--- src/rtl/cus19_crypto_pkg.sv ---
// Shared types and constants for the cus19 crypto block sequencer.
package cus19_crypto_pkg;

    typedef enum logic [2:0] {
        IDLE    = 3'd0,
        RD_REQ  = 3'd1,
        RD_WAIT = 3'd2,
        WR_REQ  = 3'd3,
        DONE    = 3'd4
    } state_t;

    localparam logic       MODE_ENC    = 1'b1;
    localparam logic       MODE_DEC    = 1'b0;
    localparam logic [7:0] DEFAULT_KEY = 8'hA5;

    function automatic logic [7:0] rotl3(input logic [7:0] x);
        return {x[4:0], x[7:5]};
    endfunction

    function automatic logic [7:0] rotr3(input logic [7:0] x);
        return {x[2:0], x[7:3]};
    endfunction

endpackage

--- src/rtl/cus19_crypto_block_ctrl_if.sv ---
// Command and data-memory handshake bundle for the crypto block sequencer.
interface cus19_crypto_block_ctrl_if #(
    parameter int ADDR_W = 8
);
    logic              cmd_valid;
    logic              cmd_ready;
    logic              cmd_mode;
    logic [ADDR_W-1:0] cmd_src;
    logic [ADDR_W-1:0] cmd_dst;
    logic [ADDR_W-1:0] cmd_len;
    logic              mem_req;
    logic              mem_gnt;
    logic              mem_we;
    logic [ADDR_W-1:0] mem_addr;
    logic [7:0]        mem_wdata;
    logic [7:0]        mem_rdata;

    modport master (
        input  cmd_valid, cmd_mode, cmd_src, cmd_dst, cmd_len, mem_gnt, mem_rdata,
        output cmd_ready, mem_req, mem_we, mem_addr, mem_wdata
    );

    modport slave (
        output cmd_valid, cmd_mode, cmd_src, cmd_dst, cmd_len, mem_gnt, mem_rdata,
        input  cmd_ready, mem_req, mem_we, mem_addr, mem_wdata
    );
endinterface

--- src/rtl/cus19_crypto_block_ctrl_unit.sv ---
// cus19_cryptography_unit: combinational per-byte encrypt/decrypt datapath.
module cus19_cryptography_unit
    import cus19_crypto_pkg::*;
#(
    parameter logic [7:0] KEY = DEFAULT_KEY
) (
    input  logic       start,
    input  logic       mode,
    input  logic [7:0] din,
    output logic [7:0] dout
);
    // Encrypt rotates then whitens; decrypt undoes it in reverse order
    always_comb begin
        dout = 8'h00;
        if (start) begin
            if (mode == MODE_ENC) begin
                dout = rotl3(din) ^ KEY;
            end else begin
                dout = rotr3(din ^ KEY);
            end
        end else begin
            dout = 8'h00;
        end
    end
endmodule

--- src/rtl/cus19_crypto_block_ctrl.sv ---
// Memory-to-memory byte crypto sequencer sharing the data-memory port via req/gnt.
// Define CUS19_CRYPTO_CHAIN_EN for CBC-style chaining; the default build is per-byte ECB.
module cus19_crypto_block_ctrl
    import cus19_crypto_pkg::*;
#(
    parameter int         ADDR_W   = 8,
    parameter logic [7:0] KEY      = DEFAULT_KEY,
    parameter logic [7:0] CHAIN_IV = 8'h00
) (
    input  logic                      clk,
    input  logic                      rst,
    cus19_crypto_block_ctrl_if.master bus,
    output logic                      busy,
    output logic                      done
);
    localparam logic [ADDR_W-1:0] PTR_ZERO = {ADDR_W{1'b0}};
    localparam logic [ADDR_W-1:0] PTR_ONE  = {{(ADDR_W-1){1'b0}}, 1'b1};

    state_t            state_r, state_s;
    logic              mode_r, mode_s;
    logic [ADDR_W-1:0] src_r, src_s;
    logic [ADDR_W-1:0] dst_r, dst_s;
    logic [ADDR_W-1:0] rem_r, rem_s;
    logic [7:0]        result_r, result_s;
    logic              cmd_ready_r, busy_r, done_r, mem_req_r, mem_we_r;
    logic [ADDR_W-1:0] mem_addr_r, mem_addr_s;
    logic [7:0]        mem_wdata_r, mem_wdata_s;
    logic              accept_s;
    logic [7:0]        chain_cur_s, unit_in_s, unit_out_s, xform_s;

    assign accept_s = (state_r == IDLE) && bus.cmd_valid;

`ifdef CUS19_CRYPTO_CHAIN_EN
    logic [7:0] chain_r, chain_s;

    // Chain value: IV on accept, advanced once per byte in RD_WAIT
    always_comb begin
        chain_s = chain_r;
        if (accept_s) begin
            chain_s = CHAIN_IV;
        end else if (state_r == RD_WAIT) begin
            chain_s = (mode_r == MODE_ENC) ? xform_s : bus.mem_rdata;
        end else begin
            chain_s = chain_r;
        end
    end

    // Chain register
    always_ff @(posedge clk or posedge rst) begin
        if (rst) begin
            chain_r <= 8'h00;
        end else begin
            chain_r <= chain_s;
        end
    end

    assign chain_cur_s = chain_r;
`else
    // Nothing is carried between bytes, so the IV folds away to zero.
    assign chain_cur_s = CHAIN_IV & 8'h00;
`endif

    assign unit_in_s = (mode_r == MODE_ENC) ? (bus.mem_rdata ^ chain_cur_s) : bus.mem_rdata;
    assign xform_s   = (mode_r == MODE_ENC) ? unit_out_s : (unit_out_s ^ chain_cur_s);

    cus19_cryptography_unit #(
        .KEY (KEY)
    ) u_unit (
        .start (1'b1),
        .mode  (mode_r),
        .din   (unit_in_s),
        .dout  (unit_out_s)
    );

    // Next-state, pointer and result computation
    always_comb begin
        state_s  = state_r;
        mode_s   = mode_r;
        src_s    = src_r;
        dst_s    = dst_r;
        rem_s    = rem_r;
        result_s = result_r;
        case (state_r)
            IDLE: begin
                if (accept_s) begin
                    mode_s  = bus.cmd_mode;
                    src_s   = bus.cmd_src;
                    dst_s   = bus.cmd_dst;
                    rem_s   = bus.cmd_len;
                    state_s = (bus.cmd_len == PTR_ZERO) ? DONE : RD_REQ;
                end else begin
                    state_s = IDLE;
                end
            end
            RD_REQ: begin
                if (bus.mem_gnt) begin
                    state_s = RD_WAIT;
                end else begin
                    state_s = RD_REQ;
                end
            end
            RD_WAIT: begin
                result_s = xform_s;
                state_s  = WR_REQ;
            end
            WR_REQ: begin
                if (bus.mem_gnt) begin
                    src_s   = src_r + PTR_ONE;
                    dst_s   = dst_r + PTR_ONE;
                    rem_s   = rem_r - PTR_ONE;
                    state_s = (rem_r == PTR_ONE) ? DONE : RD_REQ;
                end else begin
                    state_s = WR_REQ;
                end
            end
            DONE: begin
                state_s = IDLE;
            end
            default: begin
                state_s = IDLE;
            end
        endcase
    end

    // Bus address/data for the upcoming state; held while a request waits for grant
    always_comb begin
        mem_addr_s  = mem_addr_r;
        mem_wdata_s = mem_wdata_r;
        case (state_s)
            RD_REQ: begin
                mem_addr_s = src_s;
            end
            WR_REQ: begin
                mem_addr_s  = dst_s;
                mem_wdata_s = result_s;
            end
            default: begin
                mem_addr_s  = mem_addr_r;
                mem_wdata_s = mem_wdata_r;
            end
        endcase
    end

    // State, datapath and registered outputs
    always_ff @(posedge clk or posedge rst) begin
        if (rst) begin
            state_r     <= IDLE;
            mode_r      <= MODE_DEC;
            src_r       <= PTR_ZERO;
            dst_r       <= PTR_ZERO;
            rem_r       <= PTR_ZERO;
            result_r    <= 8'h00;
            cmd_ready_r <= 1'b1;
            busy_r      <= 1'b0;
            done_r      <= 1'b0;
            mem_req_r   <= 1'b0;
            mem_we_r    <= 1'b0;
            mem_addr_r  <= PTR_ZERO;
            mem_wdata_r <= 8'h00;
        end else begin
            state_r     <= state_s;
            mode_r      <= mode_s;
            src_r       <= src_s;
            dst_r       <= dst_s;
            rem_r       <= rem_s;
            result_r    <= result_s;
            cmd_ready_r <= (state_s == IDLE);
            busy_r      <= (state_s != IDLE);
            done_r      <= (state_s == DONE);
            mem_req_r   <= (state_s == RD_REQ) || (state_s == WR_REQ);
            mem_we_r    <= (state_s == WR_REQ);
            mem_addr_r  <= mem_addr_s;
            mem_wdata_r <= mem_wdata_s;
        end
    end

    assign bus.cmd_ready = cmd_ready_r;
    assign bus.mem_req   = mem_req_r;
    assign bus.mem_we    = mem_we_r;
    assign bus.mem_addr  = mem_addr_r;
    assign bus.mem_wdata = mem_wdata_r;
    assign busy          = busy_r;
    assign done          = done_r;

endmodule
--- src/flat_wrapper.sv ---
// flat-port wrapper written by rule: the top's interface ports become plain ports
module cus19_crypto_block_ctrl_flat import cus19_crypto_pkg::*;
#(
    parameter int         ADDR_W   = 8,
    parameter logic [7:0] KEY      = DEFAULT_KEY,
    parameter logic [7:0] CHAIN_IV = 8'h00
)
  (clk, rst, busy, done, bus_cmd_valid, bus_cmd_mode, bus_cmd_src, bus_cmd_dst, bus_cmd_len, bus_mem_gnt, bus_mem_rdata, bus_cmd_ready, bus_mem_req, bus_mem_we, bus_mem_addr, bus_mem_wdata);
  cus19_crypto_block_ctrl_if #(.ADDR_W(ADDR_W)) bus_i ();
  input  logic clk;
  input  logic rst;
  output logic busy;
  output logic done;
  input wire logic [$bits(bus_i.cmd_valid)-1:0] bus_cmd_valid;
  input wire logic [$bits(bus_i.cmd_mode)-1:0] bus_cmd_mode;
  input wire logic [$bits(bus_i.cmd_src)-1:0] bus_cmd_src;
  input wire logic [$bits(bus_i.cmd_dst)-1:0] bus_cmd_dst;
  input wire logic [$bits(bus_i.cmd_len)-1:0] bus_cmd_len;
  input wire logic [$bits(bus_i.mem_gnt)-1:0] bus_mem_gnt;
  input wire logic [$bits(bus_i.mem_rdata)-1:0] bus_mem_rdata;
  output wire logic [$bits(bus_i.cmd_ready)-1:0] bus_cmd_ready;
  output wire logic [$bits(bus_i.mem_req)-1:0] bus_mem_req;
  output wire logic [$bits(bus_i.mem_we)-1:0] bus_mem_we;
  output wire logic [$bits(bus_i.mem_addr)-1:0] bus_mem_addr;
  output wire logic [$bits(bus_i.mem_wdata)-1:0] bus_mem_wdata;
  assign bus_i.cmd_valid = bus_cmd_valid;
  assign bus_i.cmd_mode = bus_cmd_mode;
  assign bus_i.cmd_src = bus_cmd_src;
  assign bus_i.cmd_dst = bus_cmd_dst;
  assign bus_i.cmd_len = bus_cmd_len;
  assign bus_i.mem_gnt = bus_mem_gnt;
  assign bus_i.mem_rdata = bus_mem_rdata;
  assign bus_cmd_ready = bus_i.cmd_ready;
  assign bus_mem_req = bus_i.mem_req;
  assign bus_mem_we = bus_i.mem_we;
  assign bus_mem_addr = bus_i.mem_addr;
  assign bus_mem_wdata = bus_i.mem_wdata;
  cus19_crypto_block_ctrl #(.ADDR_W(ADDR_W), .KEY(KEY), .CHAIN_IV(CHAIN_IV)) u_core (.clk(clk), .rst(rst), .bus(bus_i), .busy(busy), .done(done));
endmodule
--- config.mk ---
export PLATFORM = sky130hd
export DESIGN_NAME = cus19_crypto_block_ctrl_flat
export DESIGN_NICKNAME = d
export VERILOG_FILES = /design/src/rtl/cus19_crypto_pkg.sv /design/src/rtl/cus19_crypto_block_ctrl_if.sv /design/src/rtl/cus19_crypto_block_ctrl_unit.sv /design/src/rtl/cus19_crypto_block_ctrl.sv /design/src/flat_wrapper.sv
export SDC_FILE = /design/constraint.sdc
export NUM_CORES = 1
export LEC_CHECK = 0
export ABC_AREA = 1
export CAP_MARGIN = 20
export CELL_PAD_IN_SITES_DETAIL_PLACEMENT = 0
export CELL_PAD_IN_SITES_GLOBAL_PLACEMENT = 1
export CORE_UTILIZATION = 25
export DETAILED_ROUTE_END_ITERATION = 12
export GPL_ROUTABILITY_DRIVEN = 1
export PLACE_DENSITY_LB_ADDON = 0.1
export REMOVE_ABC_BUFFERS = 1
export SETUP_SLACK_MARGIN = 0.2
export SLEW_MARGIN = 25
export SYNTH_ARGS = -nofsm -noshare
export SYNTH_HDL_FRONTEND = slang
export SYNTH_SLANG_ARGS = --single-unit
--- constraint.sdc ---
create_clock -name clk -period 2.3 [get_ports clk]
set_input_delay 0.46 -clock clk [delete_from_list [all_inputs] [get_ports clk]]
set_output_delay 0.46 -clock clk [all_outputs]
set_load 0.02 [all_outputs]
======== Word level (Yosys, flattened, before mapping) ========
Index checks and enable logic that the tools add are counted.
word-level totals
  register bits ........................... 57
  input port bits ......................... 37
  output and inout bits ................... 21
  word-level logic and storage cells ...... 55
operators by class
  add/subtract/negate cells ............... 3
  eq/ne operators ......................... 9
  mux-type cells .......................... 18
  bitwise operators ....................... 2
  reduce and logical (&&, ||, !) cells .... 10
operators by type and width
  cell                                               count
  two-way mux 8 bit                                  8
  one-hot mux 8 bit (2 select lines)                 4
  adder 8 x 1 -> 8 bit (second input constant)       2
  two-way mux 3 bit                                  4
  one-hot mux 3 bit (4 select lines)                 1
  == test 3 x 2 -> 1 bit (second input constant)     3
  == test 8 x 1 -> 1 bit (second input constant)     1
  logical NOT 8 bit                                  1
  inverter 4 bit                                     2
  subtractor 8 x 1 -> 8 bit (second input constant)  1
  == test 3 x 1 -> 1 bit (second input constant)     2
  logical NOT 3 bit                                  2
  nonzero test 2 bit                                 2
  == test 3 bit (second input constant)              1
  AND reduction 3 bit                                1
  nonzero test 3 bit                                 1
  two-way mux 2 bit                                  1
  != test 2 x 1 -> 1 bit (second input constant)     1
  != test 2 bit (second input constant)              1
  AND reduction 2 bit                                1
  logical AND 1 bit                                  1
  logical OR 1 bit                                   1

======== Longest topological paths before layout ========
Gate-level depths: netlist of run 1.
  depth in word-level cells ............... 6
  mapped depth ............................ 11
  gate-level depth less buffers ........... 10

======== By module ========
A second synthesis of run 1 with hierarchy kept.
second synthesis, totals
  cells, all modules ...................... 477
  area total of the unflattened synthesis .. 3,344.5 um^2
modules (own cells, without submodules)
  module                   instances  cells each  area an instance (um^2)  sequential area each (um^2)
  cus19_crypto_block_ctrl  1          437         3,186.8                  1,427.6
  cus19_cryptography_unit  1          40          157.7                    0.0

======== Worst setup path before layout of run 1 ========
OpenSTA, ideal clock, no wires.
  path type ............................... input to register
  start ................................... in bus_cmd_valid
  end ..................................... reg u_core.mem_addr_r[4] (netlist: u_core.bus.mem_addr[4])
  arrival time ............................ 1.413 ns
  data required time ...................... 2.184 ns
  path slack .............................. 0.771 ns
  stages on the path ...................... 9
  path buffers ............................ 2
  cells stage by stage .................... clkbuf_1 -> inv_1 -> nor2_4 -> nand2_2 -> nand3_2 -> buf_4 -> nand2_1 -> nor2_1 -> nor2_1
between the ends
  longest elaborated chain between the ends .. 5
ends and longest elaborated chain
  item                                                                      line                            source
  start: declaration                                                        flat_wrapper.sv:14              input wire logic [$bits(bus_i.cmd_valid)-1:0] bus_cmd_valid;
  logical AND 1 bit (*)                                                     cus19_crypto_block_ctrl.sv:31   assign accept_s = (state_r == IDLE) && bus.cmd_valid;
  two-way mux 3 bit                                                         cus19_crypto_block_ctrl.sv:85   if (accept_s) begin
  one-hot mux 3 bit (4 select lines)                                        cus19_crypto_block_ctrl.sv:83   case (state_r)
  == test 3 x 2 -> 1 bit or == test 3 x 1 -> 1 bit (tied branches)          cus19_crypto_block_ctrl.sv:129  case (state_s)
  one-hot mux 8 bit (2 select lines) or nonzero test 2 bit (tied branches)  -
  end signal: assignment                                                    cus19_crypto_block_ctrl.sv:172  mem_addr_r <= mem_addr_s;
  end: declaration                                                          cus19_crypto_block_ctrl.sv:26   logic [ADDR_W-1:0] mem_addr_r, mem_addr_s;
Mark *: on every way between the ends. The rest lies on a longest branch, timed or not.
A chain may end at the register's enable or synchronous reset.

======== Worst setup path in the final report of run 1 ========
  start ................................... in bus_mem_gnt
  end ..................................... reg u_core.mem_addr_r[5] (netlist: u_core.bus.mem_addr[5])
RTL lines
  item                                line                            source
  start: declaration                  flat_wrapper.sv:19              input wire logic [$bits(bus_i.mem_gnt)-1:0] bus_mem_gnt;
  two-way mux 8 bit                   cus19_crypto_block_ctrl.sv:107  if (bus.mem_gnt) begin
  one-hot mux 8 bit (2 select lines)  cus19_crypto_block_ctrl.sv:83
  net u_core.dst_s[5]                 cus19_crypto_block_ctrl.sv:22   logic [ADDR_W-1:0] dst_r, dst_s;
  one-hot mux 8 bit (2 select lines)  cus19_crypto_block_ctrl.sv:129
The timed path passes the listed nets, and every way through them passes these cells.

==> summary.txt, run 1 <==
Pwr
  • Peak VDD IR: 0.000468 V
  • Leakage power total: 2.01 nW
  • Total Power: 6.36 mW
  • Pwr per Cell Area: roughly 1500 mW/mm2

Routing
  • Vias per std cell: 4.36
  • DRT Pass-1 Iters: 5
  • Remaining antenna violation count: 0
  • Total number of vias: 2948
  • Wire per inst: 13.8 um
  • Initial drt markers: 141
  • Final WL: 9310 um
  • DRC viols: 0

Final layout
  • Fillers: 1310
  • Final core utilization: around 35%
  • Fin nets: 546
  • Final cell count without fillers: 676
  • FF+latch area: 0.00143 mm2
  • Antenna diodes: 0
  • Fin area: 0.00434 mm2
  • Area of the multi-input gates: 0.00151 mm2
  • Share of cells above drive strength 1: about 9.1%
  • Layout Area Growth over Synthesis: 35.8%

STA
  • Setup Total Neg Slack: 0 ns
  • Final Setup Violations: 0
  • RSZ-0062 raised after global routing: false
  • Pins Over Slew Limit: 0
  • Worst Tran Pin Value: 0.570 ns
  • Fin Hold WS: 0.479 ns
  • Setup ws final: 0.335 ns
  • Skew final: 0.00705 ns
  • Slew Limit Headroom: 61.9%
  • Fin crit period: 1.96 ns
  • Final hold viol count: 0
  • FMAX: 509 MHz
  • Fin crit share: 85.4%

Critical path
  • CP endpoint kind: register
  • Critical Setup Path Class: in2reg
  • Req. time, crit path: 2.51 ns
  • CP Max Fanout: 15
  • Critical Path AT: around 2.2 ns
  • Critical path launch point type: input port

Yosys
  • Register area share after synthesis: 44.6%
  • Main synth FF type: dfrtp_1
  • Synth area leaders: dfrtp_1 (44%), nand2_1 (18%), nand3_1 (7.4%)
  • Mux contribution to synthesized area: 0%
  • Synth Area per Inst: 7.28 um2
  • Simple-gate area share of the yosys netlist: 35.2%
  • Post-Synth Adder-Cell Area: 1.56%
  • Compound-Gate Fraction of Synth Area: 9.66%
  • Synth top area share: 43.8%
  • Largest family of logic cells by synthesized area: simple AND/OR/NAND/NOR gates
  • Synthesized cell area: roughly 0.0032 mm2
  • Seq cells post-synth: 57
  • Largest area contributor in the netlist: dfrtp_1
  • Async set or reset register ratio after synthesis: 100%
  • Synthesized instance count: between 400 and 500
  • Post-synth EDFFs: 0
  • Synth cell types: 30
  • Synth Area in XOR/XNOR: 0.822%
  • Synth warn: 0

CTS
  • CTS Buf Count: 9
  • Root Buffer: clkbuf_16
  • Setup Fix Bufs, Post-CTS: 0
  • CTS tree: built
  • Clock tree buffer depth: 2
  • H-tree depth: 3
  • Clk_lat worst skew: around 0.33 ns
  • CTS Sinks: 57
  • Clk slew on worst S/H paths: 0.05 ns
  • CTS resizes: 0
  • Hold buffer count at CTS: 0

Place
  • DP Worst Slack: 0.00225 ns
  • Gpl congestion: 0.782
  • Port Buffers: 57
  • Placed Area: 0.00401 mm2
  • Inst Count DP: 662
  • HPWL after DPL: approximately 6600 um

Run status
  • Status: complete, no violations

Global routing
  • Largest net degree at the start of global routing: 58
  • GRT Total Usage: 15.4%
  • Number of global-route vias before repair: 2851
  • Initial antenna violation count: 0
  • Global route overflow: 0
  • Global-route wire length before repair: 15200 um

Flow run
  • Number of max-cap violations: 0

Hold path
  • Hold crit path type: reg2reg

Floorplan
  • Top Ports: 58
  • Die height: around 120 um
  • Die area: around 0.013 mm2
  • Die X: 115 um
  • Initial Util: 26.1%
  • Num rows: 40
  • CORE AREA: around 0.012 mm2
-- logic make-up after synthesis --
group                      Yosys count
buffers and inverters               60
AOI/OAI and AO/OA                   55
xor gates and xnor gates             3
and+or+nand+nor                    260
adders and majority gates            4
DFF                                 57
-- synthesized netlist by cell type (all sizes together), types with 4 or more instances --
library cell / count
a21oi: 6
a31oi: 4
buf: 11
clkbuf: 4
dfrtp: 56
ha: 4
inv: 45
nand2: 158
nand3: 49
nand4: 7
nor2: 40
o21ai: 37
-- cell type report --
class                           count  area share [%]
Clock inverter                      3            2.07
Inverter                           45            3.89
Tap cell                          168            4.84
Clock buffer                       11            5.59
Sequential cell                    57            32.9
Multi-Input combinational cell    322            34.8
Timing Repair Buffer               70            16.0
-- report_power, final --
group	switching, mW	internal [mW]
clock	0.456	1.07
sequential	0.346	1.50
combinational	1.87	1.12
total	2.67	3.70
-- placed cells by master, fill, tap and decap left out, drive strengths merged, types with 3 or more instances in the layout --
cell type,netlist,layout
a31oi,4,4
a21oi,6,6
nand3,49,49
nor3,3,3
o211ai,3,3
inv,45,45
nand4,7,7
clkdlybuf4s50,0,57
o21ai,37,37
clkbuf,4,11
xor2,3,3
buf,11,13
bufinv,0,3
nor2,40,40
nand2,158,158
ha,4,4
dfrtp,56,56
o22ai,3,3
-- path summary, 6_finish.rpt --
| path | startpoint | end | slack, ns | cells after the start |
|---|---|---|---|---|
| setup / recovery | bus_mem_gnt | u_core.bus.mem_addr[5]$_DFFE_PP0P_ | 0.34 | 9 |
| setup reg to reg | u_core.state_r[0]$_DFF_PP0_ | u_core.rem_r[6]$_DFFE_PP0P_ | 0.54 | 9 |
| min in group asynchronous | rst | u_core.bus.mem_wdata[3]$_DFFE_PP0N_ | 0.49 | 3 |
| hold / removal | u_core.bus.mem_wdata[7]$_DFFE_PP0N_ | u_core.bus.mem_wdata[7]$_DFFE_PP0N_ | 0.48 | 2 |
| hold reg to reg | u_core.bus.mem_wdata[7]$_DFFE_PP0N_ | u_core.bus.mem_wdata[7]$_DFFE_PP0N_ | 0.48 | 2 |
| max in group asynchronous | rst | u_core.bus.cmd_ready$_DFF_PP1_ | 1.46 | 3 |
-- layer usage --
metal | vias to the layer above | wire [um] | global-route usage [%] | part of all wire [%]
li1 | 1549 | - | - | -
met1 | 1321 | 4810 | 22.1 | 52
met2 | 71 | 3940 | 22.5 | 42
met3 | 7 | 490 | 4.74 | 5.3
met4 | 0 | 74 | 3.72 | 0.79
met5 | - | 0 | 0 | 0
-- critical path: stages --
cell	delay, ns
clkdlybuf4s50_1	0.55
buf_12	0.17
nand2_1	0.05
nor2_1	0.45
nand3_1	0.13
nand3_1	0.11
nand3_1	0.10
nand2_1	0.08
nand3_1	0.07
-- state kept, by name, summed over array words and instances (netlist names), 3 cells and up --
register,cells
u_core.rem_r,8
u_core.result_r,8
u_core.dst_r,8
u_core.state_r,3
u_core.src_r,8
u_core.bus.mem_wdata,8
u_core.bus.mem_addr,8
(Power assumes the default switching activity.)
==> run 2: changes to the inputs <==
--- a/config.mk
+++ b/config.mk
@@ -9,13 +9,13 @@
 export CAP_MARGIN = 20
 export CELL_PAD_IN_SITES_DETAIL_PLACEMENT = 0
 export CELL_PAD_IN_SITES_GLOBAL_PLACEMENT = 1
+export CORE_MARGIN = 5
 export CORE_UTILIZATION = 25
 export DETAILED_ROUTE_END_ITERATION = 12
 export GPL_ROUTABILITY_DRIVEN = 1
 export PLACE_DENSITY_LB_ADDON = 0.1
 export REMOVE_ABC_BUFFERS = 1
 export SETUP_SLACK_MARGIN = 0.2
-export SLEW_MARGIN = 25
 export SYNTH_ARGS = -nofsm -noshare
 export SYNTH_HDL_FRONTEND = slang
 export SYNTH_SLANG_ARGS = --single-unit
==> summary.txt, run 2 (synthesized netlist as in run 1, its figures left out) <==
Pwr
  • Reg power frac: 30.1% (+1.1 points)
  • Leakage power total: 2.00 nW (-0.75%)
  • P_int: 3.38 mW (-8.5%)
  • Comb pwr share: 49.8% (+2.8 points)
  • Switching Fraction: 44.3% (+2.4 points)
  • Peak VDD IR: 0.000484 V (+3.4%)
  • Psw: 2.70 mW (+1.1%)
  • Clock power frac: 20.1% (-4.0 points)
  • Pwr per Cell Area: 1410 mW/mm2 (-3.8%)

Global routing
  • Global route overflow: 0 (unchanged)
  • Global-route wire length before repair: 15500 um (+2.1%)
  • Number of global-route vias before repair: 3026 (+6.1%)
  • GRT Total Usage: 13.4% (-2.0 points)
  • Initial antenna violation count: 0 (unchanged)
  • Largest net degree at the start of global routing: 25 (-57%)

Floorplan
  • Die X: 123 um (+7.0%)
  • Initial Util: 25.4% (-0.64 points)
  • CORE AREA: 0.0126 mm2 (+2.5%)
  • Top Ports: 58 (unchanged)
  • Die area: 0.0152 mm2 (+14%)
  • Die height: 123 um (+7.0%)
  • Num rows: 41 (+2.5%)

STA
  • FMAX: 525 MHz (+3.2%)
  • Slew Limit Headroom: 67.2% (+5.3 points)
  • RSZ-0062 raised after global routing: false
  • Skew final: 0.0124 ns (+0.00532 ns)
  • Final Setup Violations: 0 (unchanged)
  • Fin crit share: 82.8% (-2.6 points)
  • Worst Tran Pin Value: 0.491 ns (-0.0788 ns)
  • Setup Total Neg Slack: 0 ns (unchanged)
  • Pins Over Slew Limit: 0 (unchanged)
  • Fin crit period: 1.90 ns (-0.0603 ns)
  • Final hold viol count: 0 (unchanged)

Routing
  • Vias per std cell: 4.33 (-0.64%)
  • Total number of vias: 2968 (+0.68%)
  • Final WL: 9470 um (+1.7%)
  • Wire per inst: 13.8 um (+0.38%)
  • DRC viols: 0 (unchanged)
  • DRT Pass-1 Iters: 4 (-1)
  • Initial drt markers: 221 (+57%)
  • Remaining antenna violation count: 0 (unchanged)

Critical path
  • Critical Setup Path Class: reg2out
  • CP Max Fanout: 1 (-14)
  • Crit path max-delay family: buffers and inverters
  • Cells along the critical path: clkdlybuf4s50_1
  • CP max stage delay: 0.60 ns (+0.05 ns)
  • Critical Path AT: 1.44 ns (-0.74 ns)
  • Reg2reg setup slack: 0.44 ns (-0.10 ns)
  • Req. time, crit path: 1.84 ns (-0.67 ns)
  • CP endpoint kind: output port
  • WP buf/inv: 1 (-1)
  • Slowest cell on crit path: clkdlybuf4s50_1
  • Critical path launch point type: register

CTS
  • Hold buffer count at CTS: 0 (unchanged)
  • Setup Fix Bufs, Post-CTS: 0 (unchanged)
  • H-tree depth: 3 (unchanged)
  • Clk slew on worst S/H paths: 0.06 ns (about the same)
  • Clock tree buffer depth: 2 (unchanged)
  • CTS Sinks: 57 (unchanged)
  • Root Buffer: clkbuf_16
  • CTS resizes: 0 (unchanged)
  • CTS Buf Count: 9 (unchanged)
  • Clk_lat worst skew: 0.33 ns (about the same)
  • CTS tree: built

Place
  • Placed Area: 0.00404 mm2 (+0.69%)
  • Gpl congestion: 0.759 (-2.9%)
  • HPWL after DPL: 7080 um (+6.9%)
  • Port Buffers: 57 (unchanged)

Final layout
  • Most common cell after layout, fill and taps aside: nand2_1
  • Antenna diodes: 0 (unchanged)
  • Layout Area Growth over Synthesis: 34.8%
  • Commonest non-fill, non-tap cells in the layout: nand2_1 (156), clkdlybuf4s50_1 (57), dfrtp_1 (56)
  • Fin nets: 549 (+0.55%)
  • Fin area: 0.00431 mm2 (-0.75%)
  • Share of cells above drive strength 1: 10.1% (+1.1 points)

Run status
  • Status: complete, no violations

Hold path
  • Hold crit path type: reg2reg

Flow run
  • Number of max-cap violations: 0 (unchanged)
==> run 2: cell count changes in the layout (fill, tap and decap cells not counted) <==
cell,previous run,this run
bufinv_16,3,0
clkbuf_8,1,0
buf_4,11,14
clkbuf_1,1,0
clkinv_4,0,2
clkinvlp_4,0,2
clkinv_2,0,3
==> run 2: area by class of cell <==
cell class | instances | area [um2]
clock inverters | 7 | 47.5
repair buffers | 73 | 716
inverters | 45 | 169
flip-flops and latches | 57 | 1430
fillers | 1375 | 8260
clock buffers | 9 | 225
well taps | 172 | 215
multi-input cells | 322 | 1510
==> run 2: worst paths after layout <==
check	start	cells after the start	end
max in group asynchronous	rst	3	u_core.bus.cmd_ready$_DFF_PP1_
worst max register to register	u_core.state_r[0]$_DFF_PP0_	8	u_core.rem_r[3]$_DFFE_PP0P_
worst max-delay path	u_core.bus.cmd_ready$_DFF_PP1_	1	bus_cmd_ready
worst min-delay path	u_core.bus.mem_wdata[5]$_DFFE_PP0N_	2	u_core.bus.mem_wdata[5]$_DFFE_PP0N_
min in group asynchronous	rst	2	u_core.result_r[2]$_DFF_PP0_
worst min register to register	u_core.bus.mem_wdata[5]$_DFFE_PP0N_	2	u_core.bus.mem_wdata[5]$_DFFE_PP0N_
==> run 2: layer usage <==
metal  global-route usage [%]  vias to the layer above  share of wire, %
li1                         -                     1555                 -
met1                     18.4                     1359                51
met2                     20.6                       49                44
met3                     3.71                        5               4.1
met4                     4.15                        0              0.80
met5                        0                        -                 0
==> run 2: power groups by stage <==
| stage | registers (mW) | clock network, mW | logic (mW) |
|---|---|---|---|
| final | 1.83 | 1.22 | 3.03 |
| after global routing | 1.90 | 1.31 | 3.44 |
| after CTS | 1.84 | 1.27 | 3.10 |
| after detailed placement | 1.84 | 0 | 3.08 |
| after global placement | 1.85 | 0 | 3.09 |
| after floorplan | 1.98 | 0 | 1.69 |
==> run 2: through the flow <==
step / hold slack (ns) / util (%) / cells / total power [mW] / setup slack (ns)
6_report: 0.478 / 34.3 / 685 / 6.08 / 0.395
3_3_place_gp: 0.465 / 32.1 / 669 / 4.94 / 0.108
3_5_place_dp: 0.464 / 32.1 / 669 / 4.93 / 0.0466
4_1_cts: 0.482 / 34.3 / 685 / 6.21 / 0.371
5_1_grt: 0.510 / 34.3 / 685 / 6.65 / 0.230
2_1_floorplan: 0.460 / - / 424 / 3.67 / 0.279
